[config.mk]
export PLATFORM = sky130hd
export DESIGN_NAME = ps2_move_rx
export DESIGN_NICKNAME = d
export VERILOG_FILES = /design/src/rtl/ps2_move_rx.sv
export SDC_FILE = /design/constraint.sdc
export NUM_CORES = 1
export LEC_CHECK = 0
export BUFFER_PORTS_ARGS = -buffer_cell sky130_fd_sc_hd__buf_2
export CORE_ASPECT_RATIO = 1.2
export CORE_MARGIN = 4
export CORE_UTILIZATION = 40
export DETAILED_ROUTE_END_ITERATION = 12
export SYNTH_ARGS = -nofsm -noshare
export SYNTH_HDL_FRONTEND = slang
export SYNTH_SLANG_ARGS = --single-unit
[constraint.sdc]
create_clock -name mclk -period 2.5 [get_ports mclk]
set_input_delay 0.5 -clock mclk [delete_from_list [all_inputs] [get_ports mclk]]
set_output_delay 0.5 -clock mclk [all_outputs]
set_load 0.03 [all_outputs]
[src/rtl/ps2_move_rx.sv]
// PS/2 keyboard receiver: deserialises device-to-host frames, tracks E0/F0 prefixes
// and maps arrow/WASD make codes onto the snake move encoding (0=R,1=U,2=L,3=D).
module ps2_move_rx #(
    parameter int FILTER_LEN     = 8,
    parameter int TIMEOUT_CYCLES = 10_000
) (
    input  logic       mclk,
    input  logic       reset,
    input  logic       ps2c,
    input  logic       ps2d,
    output logic [7:0] scan_code,
    output logic       code_valid,
    output logic       frame_err,
    output logic [1:0] move,
    output logic       move_valid
);
    localparam int FW = $clog2(FILTER_LEN + 1);
    localparam int TW = $clog2(TIMEOUT_CYCLES + 1);

    typedef enum logic [1:0] {S_IDLE, S_DATA, S_PARITY, S_STOP} state_t;

    logic          r_c_s1, r_c_s2, r_d_s1, r_d_s2;
    logic [FW-1:0] r_fcnt;
    logic          r_filt, r_filt_q;
    state_t        r_state;
    logic [2:0]    r_bitcnt;
    logic [7:0]    r_shift;
    logic          r_par;
    logic [TW-1:0] r_tocnt;
    logic          r_ext, r_brk;

    logic          w_fall;
    logic          w_dec_hit;
    logic [1:0]    w_dec_move;

    always_ff @(posedge mclk or posedge reset) begin
        if (reset) begin
            r_c_s1   <= 1'b1;
            r_c_s2   <= 1'b1;
            r_d_s1   <= 1'b1;
            r_d_s2   <= 1'b1;
            r_fcnt   <= '0;
            r_filt   <= 1'b1;
            r_filt_q <= 1'b1;
        end else begin
            r_c_s1   <= ps2c;
            r_c_s2   <= r_c_s1;
            r_d_s1   <= ps2d;
            r_d_s2   <= r_d_s1;
            r_filt_q <= r_filt;
            // r_fcnt counts consecutive samples that disagree with the filtered level
            if (r_c_s2 == r_filt) begin
                r_fcnt <= '0;
            end else if (r_fcnt == FW'(FILTER_LEN - 1)) begin
                r_filt <= r_c_s2;
                r_fcnt <= '0;
            end else begin
                r_fcnt <= r_fcnt + FW'(1);
            end
        end
    end

    assign w_fall = r_filt_q & ~r_filt;

    always_comb begin
        w_dec_hit  = 1'b0;
        w_dec_move = 2'd0;
        if (r_ext) begin
            case (r_shift)
                8'h74:   begin w_dec_hit = 1'b1; w_dec_move = 2'd0; end
                8'h75:   begin w_dec_hit = 1'b1; w_dec_move = 2'd1; end
                8'h6B:   begin w_dec_hit = 1'b1; w_dec_move = 2'd2; end
                8'h72:   begin w_dec_hit = 1'b1; w_dec_move = 2'd3; end
                default: ;
            endcase
        end else begin
            case (r_shift)
                8'h23:   begin w_dec_hit = 1'b1; w_dec_move = 2'd0; end
                8'h1D:   begin w_dec_hit = 1'b1; w_dec_move = 2'd1; end
                8'h1C:   begin w_dec_hit = 1'b1; w_dec_move = 2'd2; end
                8'h1B:   begin w_dec_hit = 1'b1; w_dec_move = 2'd3; end
                default: ;
            endcase
        end
    end

    always_ff @(posedge mclk or posedge reset) begin
        if (reset) begin
            r_state    <= S_IDLE;
            r_bitcnt   <= '0;
            r_shift    <= '0;
            r_par      <= 1'b0;
            r_tocnt    <= '0;
            r_ext      <= 1'b0;
            r_brk      <= 1'b0;
            scan_code  <= '0;
            code_valid <= 1'b0;
            frame_err  <= 1'b0;
            move       <= 2'd0;
            move_valid <= 1'b0;
        end else begin
            code_valid <= 1'b0;
            frame_err  <= 1'b0;
            move_valid <= 1'b0;
            if (r_state == S_IDLE) begin
                r_tocnt <= '0;
                if (w_fall && !r_d_s2) begin
                    r_state  <= S_DATA;
                    r_bitcnt <= '0;
                end
            end else if (w_fall) begin
                r_tocnt <= '0;
                case (r_state)
                    S_DATA: begin
                        r_shift  <= {r_d_s2, r_shift[7:1]};
                        r_bitcnt <= r_bitcnt + 3'd1;
                        if (r_bitcnt == 3'd7) r_state <= S_PARITY;
                    end
                    S_PARITY: begin
                        r_par   <= r_d_s2;
                        r_state <= S_STOP;
                    end
                    S_STOP: begin
                        r_state <= S_IDLE;
                        if (r_d_s2 && (^{r_shift, r_par})) begin
                            scan_code  <= r_shift;
                            code_valid <= 1'b1;
                            if (r_shift == 8'hE0) begin
                                r_ext <= 1'b1;
                            end else if (r_shift == 8'hF0) begin
                                r_brk <= 1'b1;
                            end else begin
                                r_ext <= 1'b0;
                                r_brk <= 1'b0;
                                if (!r_brk && w_dec_hit) begin
                                    move       <= w_dec_move;
                                    move_valid <= 1'b1;
                                end
                            end
                        end else begin
                            frame_err <= 1'b1;
                            r_ext     <= 1'b0;
                            r_brk     <= 1'b0;
                        end
                    end
                    default: r_state <= S_IDLE;
                endcase
            end else if (r_tocnt == TW'(TIMEOUT_CYCLES - 1)) begin
                // device stalled mid-frame: drop the partial byte and resync
                r_state   <= S_IDLE;
                r_tocnt   <= '0;
                r_shift   <= '0;
                frame_err <= 1'b1;
                r_ext     <= 1'b0;
                r_brk     <= 1'b0;
            end else begin
                r_tocnt <= r_tocnt + TW'(1);
            end
        end
    end
endmodule

; Yosys cells after proc, flatten, opt, wreduce, memory -nomap -nowiden
; Index checks and enable logic that the tools add are counted.
[classes]
mux = 51
n_eq_ne = 23
addsub = 3
n_reduce_logical = 22
n_bitwise = 6
[op_table]
columns = op, n
row1 = $mux 14, 3
row2 = $eq 8x7->1 const B, 4
row3 = $mux 1, 30
row4 = $eq 8x5->1 const B, 3
row5 = $mux 8, 3
row6 = $eq 8x8->1 const B, 2
row7 = $add 14x1->14 const B, 1
row8 = $eq 14x14->1 const B, 1
row9 = $mux 2, 6
row10 = $mux 3, 4
row11 = $pmux 2 s3, 2
row12 = $reduce_and 3->1, 4
row13 = $reduce_and 4->1, 3
row14 = $reduce_xor 9->1, 1
row15 = $eq 8x6->1 const B, 1
row16 = $mux 4, 2
row17 = $ne 4x4->1 const B, 2
row18 = $reduce_or 4->1, 2
row19 = $reduce_and 7->1, 1
row20 = $ne 2x1->1 const B, 3
row21 = $reduce_bool 2->1, 3
row22 = $not 1->1, 5
row23 = $add 4x1->4 const B, 1
row24 = $eq 2x2->1 const B, 2
row25 = other kinds (13), 16
[totals]
out_inout_bits = 13
register_bits = 53
input_bits = 4
word_cells = 124

; Depth between registers and ports, before layout
; Gate-level depths: netlist (run 1).
[depth]
word_depth = 12
depth_mapped = 7
depth_no_buf = 6

; Worst setup path after synthesis (run 1)
; No wires, ideal clock.
[synth_path]
kind = register -> register
start = register r_shift[0]
end = register scan_code[0]
path_slack_ps = 373
arrival_ps = 2003
synth_period_minus_slack_ps = 2127
t_required_ps = 2375
setup_time_ps = 125
n_path_buf = 2
stages_incl_launch_ff = 7
path_cell_list = dfrtp_1 buf_4 xor3_1 or4b_1 mux2i_1 buf_4 mux2_2
[synth_between]
elab_chain_cells = 3
[synth_rtl]
columns = element, line
row1 = "start, declared", 27  ; logic [7:0] r_shift;
row2 = "start signal, assigned", 115  ; r_shift <= {r_d_s2, r_shift[7:1]};
row3 = $reduce_xor 9->1, 125  ; if (r_d_s2 && (^{r_shift, r_par})) begin
row4 = $logic_and 1x1->1, 125
row5 = $reduce_and 4->1 (no source line), n/a
row6 = "end signal, assigned", 126  ; scan_code <= r_shift;
row7 = "end, declared", 11  ; output logic [7:0] scan_code,
; Several ways; a longest one is shown, not always the timed one.
; A chain may end at the register's enable or synchronous reset.

; Worst setup path in the final report (run 1)
[layout_path]
start = register r_shift[4]
end = register move[0]
[layout_between]
elab_chain_cells = 6
elab_cells_between_ends = 24
cone_classes = eq/ne: 10 / mux: 6 / bitwise: 2 / reduce/logical: 6
[layout_rtl]
columns = element, line
row1 = "$eq 8x5->1, or another cell as far along", 77  ; case (r_shift)
row2 = $reduce_or 4->1 (no source line), n/a
row3 = $mux 1 (on tied branches), "77, 69"
row4 = $mux 1, 68  ; if (r_ext) begin
row5 = $logic_and 1x1->1, 135  ; if (!r_brk && w_dec_hit) begin
row6 = $reduce_and 7->1 (no source line), n/a
row7 = "end signal, assigned", 136  ; move <= w_dec_move;
row8 = "end, declared", 14  ; output logic [1:0] move,
; Several ways; a longest one is shown, not always the timed one.

==> results.md, run 1 <==
* Clock power frac at 25.6%
* Fin Clk Skew at 0.00831 ns
* Synth area leaders: dfrtp_1, dfstp_2, xnor2_1, ha_1, mux2_2
* Fin crit share at 86.7%
* Via Count at 1781
* Synth Warn # at 0
* Synth area leader: dfrtp_1
* Max Cap Violations at 0
* TritonCTS buffer count at 5
* Synth top area share at 45.1%
* Overall power at 2.05 mW
* RSZ-0062 raised after global routing: false
* Congestion Overflow GR at 0
* Cell with the most instances after synthesis: dfrtp_1
* Yosys reg bits at 53
* FF+latch area at 0.00133 mm2
* Final hold vios at 0
* Initial DRC count at 35
* Worst Tran Pin Value at 0.585 ns
* Final min period at 2.17 ns
* Clk buf depth at 2
* Cell Pwr Density at 706 mW/mm2
* Worst path cell trace: nand2b_1 -> nor4b_1 -> a221o_1 -> nand4_1 -> mux2_1
* Cells after Synth at 248
* Vias in the first global route at 1785
* Post-CTS Setup Bufs at 0
* PortBufs at 16
* Synth Cell Area at 0.00260 mm2
* Synth Net Count at 261
* Post-DP Area at 0.00280 mm2
* Final Wtd Congestion at 0.833
* First-pass GRT wire length at 8200 um
* Slowest CP cell: nor4b_1
* Met2 usage at 23.0%
* Fin worst setup slack at 0.334 ns
* Final instance area at 0.00291 mm2
* Cell Rows at 31
* Worst Path Arrival at 2.35 ns
* Post_cts resized at 0
* H-tree levels at 2
* CP startpoint kind: flip-flop
* Initial antenna violation count at 0
* Initial Util at 42.2%
* CTS root buf: clkbuf_8
* Die ar. at 0.00787 mm2
* Internal at 1.40 mW
* Top cells by count, synth: dfrtp_1, nor2_1, nand2_1
* Met3 usage at 2.78%
* GRT Max-Usage Layer: met2
* Setup WS pre-CTS at 0.394 ns
* Detailed placer's ending HPWL at 3390 um
* GR met1 Demand/Resource at 16.8%
* Critical path fanouts, max at 9
* Drt wl/cell at 13.0 um
* Slew Limit Fails at 0
* Comb power frac at 23.9%
* Most used DFF post-synth: dfrtp_1
* Largest net degree at the start of global routing at 28
* Setup TNS at 0 ns
* Status: finished clean
* Worst path max stage delay at 0.56 ns
* Die Wd at 81.7 um
* Drt pass-1 iters at 4
* Share of layout cells above drive strength 1 at 18.6%
* Worst endpoint required time at 2.69 ns
* Sw Pwr at 0.653 mW
* Syn-to-layout area delta at 11.5%
* CP endpoint kind: flip-flop
* Multi-input gate area at 0.00119 mm2
* DRT antenna net count at 0
* Clock sink count at 53
* Max transition margin at 60.4%
* Asr flop ratio synth at 100%
* Die boundary height at 96.4 um
* Nets at 281
* Hold Path Class: primary input to asynchronous set/reset pin
* P_leak at 1.38 nW
* Synthesized area per cell at 10.5 um2
* Fillers at 586
* Fmax at 462 MHz
* Crit path kind: flip-flop to flip-flop
* Hold_buf cts at 0
* Vias/cell at 5.07
* Cell variety after synth at 42
* R2R depth at 5
* VDD IR-drop max at 0.473 mV
* Ports at 17
* Sw frac at 31.9%
* Final setup vio count at 0
* Skew-Pair Late Insertion Delay at 0.31 ns
* CTS tree: done
* Hold_ws at 0.231 ns
* Core Area at 0.00617 mm2
* Inserted Diodes at 0
* Clk slew on worst S/H paths at 0.09 ns
* Reg power frac at 50.4%
* Register area share after synthesis at 51.2%
* DRC viols at 0
* Post-synth EDFFs at 0
* Final wirelength at 4580 um
* Tot GR Track Use at 13.6%
## path summary, 6_finish.rpt
check                           startpoint          to  slack, ns
worst max register to register  r_shift[4]     move[0]       0.33
worst min-delay path                 reset  r_tocnt[0]       0.23
min in group mclk                     ps2c      r_c_s1       0.29
worst max-delay path            r_shift[4]     move[0]       0.33
worst min register to register      r_c_s1      r_c_s2       0.36
max in group asynchronous            reset    r_filt_q       1.60
## cell type report
type / count / area share (%)
well taps: 82 / 3.53
multi-input cells: 177 / 41.1
clock buffers: 7 / 3.32
repair buffers: 25 / 5.08
flip-flops and latches: 53 / 45.9
inverters: 6 / 0.775
clock inverters: 1 / 0.301
## through the flow
step | cells | util [%]
after floorplan | 248 | -
after global placement | 343 | 45.4
after detailed placement | 343 | 45.4
after CTS | 351 | 47.1
after global routing | 351 | 47.1
final | 351 | 47.1
## power by group through the flow
stage	Sequential (mW)	Clock (mW)	Combinational [mW]
6_report	1.03	0.525	0.491
5_1_grt	1.05	0.588	0.561
4_1_cts	1.03	0.553	0.500
3_5_place_dp	1.05	0	0.502
3_3_place_gp	1.05	0	0.496
2_1_floorplan	1.04	0	0.380
## layer usage
layer  vias up  wire (um)
met5         -          0
met4         0         93
met3         7        132
met2        21       2310
met1       871       2050
li1        882          -
## state kept, by name, summed over array words and instances, names as in the netlist, 2 cells and up
| signal | count |
|---|---|
| r_tocnt | 14 |
| r_shift | 8 |
| scan_code | 8 |
| r_fcnt | 4 |
| r_bitcnt | 3 |
| move | 2 |
| r_state | 2 |
## cells by family (layout without fill, tap and decap cells)
logic type               after synthesis  after routing  synth area share, %
flip-flops                            53             53                 51.2
buffers and inverters                 18             39                 2.98
XOR/XNOR                              20             20                 7.83
multiplexers                          17             17                 7.11
AND/OR/NAND/NOR                      101            101                 19.3
AO/OA/AOI/OAI                         30             30                 7.25
adder cells (fa/ha/maj)                9              9                 4.32
## critical path: cells and delay by family (launching register included)
| family | cells | cell delay (ns) |
|---|---|---|
| AOI/OAI and AO/OA | 1 | 0.29 |
| DFF | 1 | 0.55 |
| muxes | 1 | 0.35 |
| and+or+nand+nor | 3 | 0.85 |
## cells in the final DEF, fill, tap and decap left out, drive strengths merged, types with 2 or more instances in the layout
cell type / netlist / final
mux2: 12 / 12
nand3: 10 / 10
a211o: 2 / 2
nand3b: 3 / 3
mux2i: 5 / 5
o21ai: 13 / 13
ha: 9 / 9
xnor2: 13 / 13
nor3: 4 / 4
a31oi: 2 / 2
nor4b: 2 / 2
and4: 2 / 2
nor2b: 5 / 5
nor2: 29 / 29
dfrtp: 47 / 47
nand2: 24 / 24
xor2: 5 / 5
inv: 6 / 7
dfstp: 6 / 6
buf: 3 / 25
clkbuf: 9 / 7
nand4: 2 / 2
a21oi: 4 / 4
a21o: 3 / 3
nand2b: 6 / 6
and2: 2 / 2
and3: 8 / 8
(Power assumes the default switching activity.)
==> run 2, diff against run 1 <==
--- a/config.mk
+++ b/config.mk
@@ -5,6 +5,7 @@
 export SDC_FILE = /design/constraint.sdc
 export NUM_CORES = 1
 export LEC_CHECK = 0
+export ABC_AREA = 1
 export BUFFER_PORTS_ARGS = -buffer_cell sky130_fd_sc_hd__buf_2
 export CORE_ASPECT_RATIO = 1.2
 export CORE_MARGIN = 4
==> run 2 against run 1 <==
First-iteration DRC count rose to 3.1 times the previous value; design area rose by 2.2%; flip-flop and latch count did not move; clock skew rose by 0.0059 ns.
==> results.md, run 2 <==
* Status: finished clean
* Synth Warn # at 0
* DRC viols at 0
* Synthesized area per cell at 8.24 um2
* Final setup vio count at 0
* Congestion Overflow GR at 0
* Initial Util at 41.5%
* Detailed placer's ending HPWL at 3790 um
* Worst Tran Pin Value at 0.568 ns
* Clk slew on worst S/H paths at 0.10 ns
* VDD IR-drop max at 0.323 mV
* Via Count at 2162
* Fin Clk Skew at 0.0143 ns
* Yosys reg bits at 53
* Synth Cell Area at 0.00271 mm2
* Post-CTS Setup Bufs at 0
* RSZ-0062 raised after global routing: false
* Cell Rows at 32
* Asr flop ratio synth at 100%
* Post-DP Area at 0.00288 mm2
* Post_cts resized at 0
* Initial antenna violation count at 0
* Max Cap Violations at 0
* Vias/cell at 4.97
* Worst path cell trace: inv_1 -> or2_2 -> inv_1 -> nor2_1 -> nand2_1 -> inv_1 -> o21ai_0 -> a21oi_1
* Commonest cells after routing, fill and taps aside: nand2_1, dfrtp_1, inv_1, nor2_1, nand3_1
* Post-synth EDFFs at 0
* Clock sink count at 53
* Drt wl/cell at 11.6 um
* P_leak at 1.41 nW
* DRT antenna net count at 0
* Critical path fanouts, max at 13
* Most used DFF post-synth: dfrtp_1
* H-tree levels at 2
* Slowest CP cell: dfstp_2
* Ports at 17
* Final hold vios at 0
* CP startpoint kind: flip-flop
* Die boundary height at 98.2 um
* Worst Path Arrival at 2.22 ns
* Hold Path Class: primary input to asynchronous set/reset pin
* Worst endpoint required time at 2.68 ns
* Most common cell after layout, fill and taps aside: nand2_1
* Drt pass-1 iters at 4
* Largest registers: r_tocnt (14), r_shift (8), scan_code (8)
* Max transition margin at 62.1%
* Hold_buf cts at 0
* Fillers at 634
* Worst path max stage delay at 0.52 ns
* Final Wtd Congestion at 0.862
* FF+latch area at 0.00133 mm2
* Final min period at 2.03 ns
* Clk buf depth at 2
* Share of layout cells above drive strength 1 at 14.3%
* Inserted Diodes at 0
* Critical Path Most Common Cell: inv_1
* Syn-to-layout area delta at 9.51%
* TritonCTS buffer count at 5
* Tot GR Track Use at 13.3%
* Skew-Pair Late Insertion Delay at 0.30 ns
* Cells after Synth at 329
* Top cells by count, synth: nand2_1, dfrtp_1, inv_1
* Cell variety after synth at 36
* Cell Pwr Density at 678 mW/mm2
* Largest net degree at the start of global routing at 29
* Fin crit share at 81.4%
* CTS tree: done
* Synth top area share at 43.4%
* Cell with the most instances after synthesis: nand2_1
* Final instance area at 0.00297 mm2
* Synth area leaders: dfrtp_1, nand2_1, dfstp_2, inv_1, nor2_1
* Final wirelength at 5050 um
* CP top delay family: simple AND/OR/NAND/NOR gates
* Synth area leader: dfrtp_1
* Slew Limit Fails at 0
* Buf+Inv Stages, Crit Path at 3
* Vias in the first global route at 2064
* Core Area at 0.00653 mm2
* Multi-input gate area at 0.00117 mm2
* Crit path kind: flip-flop to flip-flop
* Nets at 362
* CP endpoint kind: flip-flop
* Biggest register: r_tocnt
* Initial DRC count at 107
* Synth Net Count at 342
* First-pass GRT wire length at 9060 um
* Max reg flops at 14
* Register area share after synthesis at 49.2%
* Die ar. at 0.00816 mm2
* Fmax at 491 MHz
* Setup TNS at 0 ns
* CTS root buf: clkbuf_8
* Die Wd at 83.1 um
* PortBufs at 16
[run 2: worst paths after layout]
kind	startpoint	end	slack, ns	cells after the start
worst max-delay path	r_filt_q	r_tocnt[2]	0.47	8
worst min-delay path	reset	r_shift[5]	0.24	2
worst max register to register	r_filt_q	r_tocnt[2]	0.47	8
worst min register to register	r_d_s1	r_d_s2	0.36	0
max in group asynchronous	reset	r_d_s2	1.66	3
min in group mclk	ps2d	r_d_s1	0.29	1
[run 2: area by class of cell]
type,instances,area share [%]
Tap cell,85,3.58
Inverter,45,5.69
Clock inverter,1,0.253
Multi-Input combinational cell,227,39.6
Timing Repair Buffer,17,3.37
Clock buffer,7,2.57
Sequential cell,53,44.9
[run 2: worst reg2reg max path: stages (launching register included)]
cell and delay (ns):
dfstp_2 0.52, inv_1 0.03, or2_2 0.32, inv_1 0.34, nor2_1 0.08, nand2_1 0.28, inv_1 0.18, o21ai_0 0.11
a21oi_1 0.05
[run 2: where the power goes]
part           switching (mW)  total (mW)  leakage [nW]  internal, mW
clock                   0.269       0.468        0.0385         0.199
sequential             0.0687        1.03         0.710         0.962
combinational           0.358       0.513         0.660         0.154
total                   0.696        2.01          1.41          1.32
[run 2: metal layers]
| metal | share of wire (%) | global-route usage, % | wire length (um) |
|---|---|---|---|
| met1 | 45 | 15.7 | 2270 |
| met3 | 3.7 | 2.70 | 185 |
| met5 | 0 | 0 | 0 |
| met2 | 51 | 24.4 | 2560 |
| met4 | 0.63 | 3.40 | 32 |
[run 2: cells by family after synthesis]
logic type / after synthesis / synth area share (%)
AOI/OAI and AO/OA: 43 / 9.47
DFF: 53 / 49.2
xor gates and xnor gates: 3 / 0.970
buffers and inverters: 49 / 7.43
muxes: 1 / 0.415
and+or+nand+nor: 171 / 28.3
adders and majority gates: 9 / 4.16
[run 2: per-stage QoR]
stage / util [%] / instances / setup slack (ns) / power [mW] / hold slack [ns]
after floorplan: - / 329 / 0.724 / 1.45 / 0.345
after global placement: 44.2 / 427 / 0.521 / 1.55 / 0.346
after detailed placement: 44.2 / 427 / 0.488 / 1.57 / 0.348
after CTS: 45.5 / 435 / 0.472 / 2.04 / 0.255
after global routing: 45.5 / 435 / 0.295 / 2.17 / 0.271
final: 45.5 / 435 / 0.465 / 2.01 / 0.236
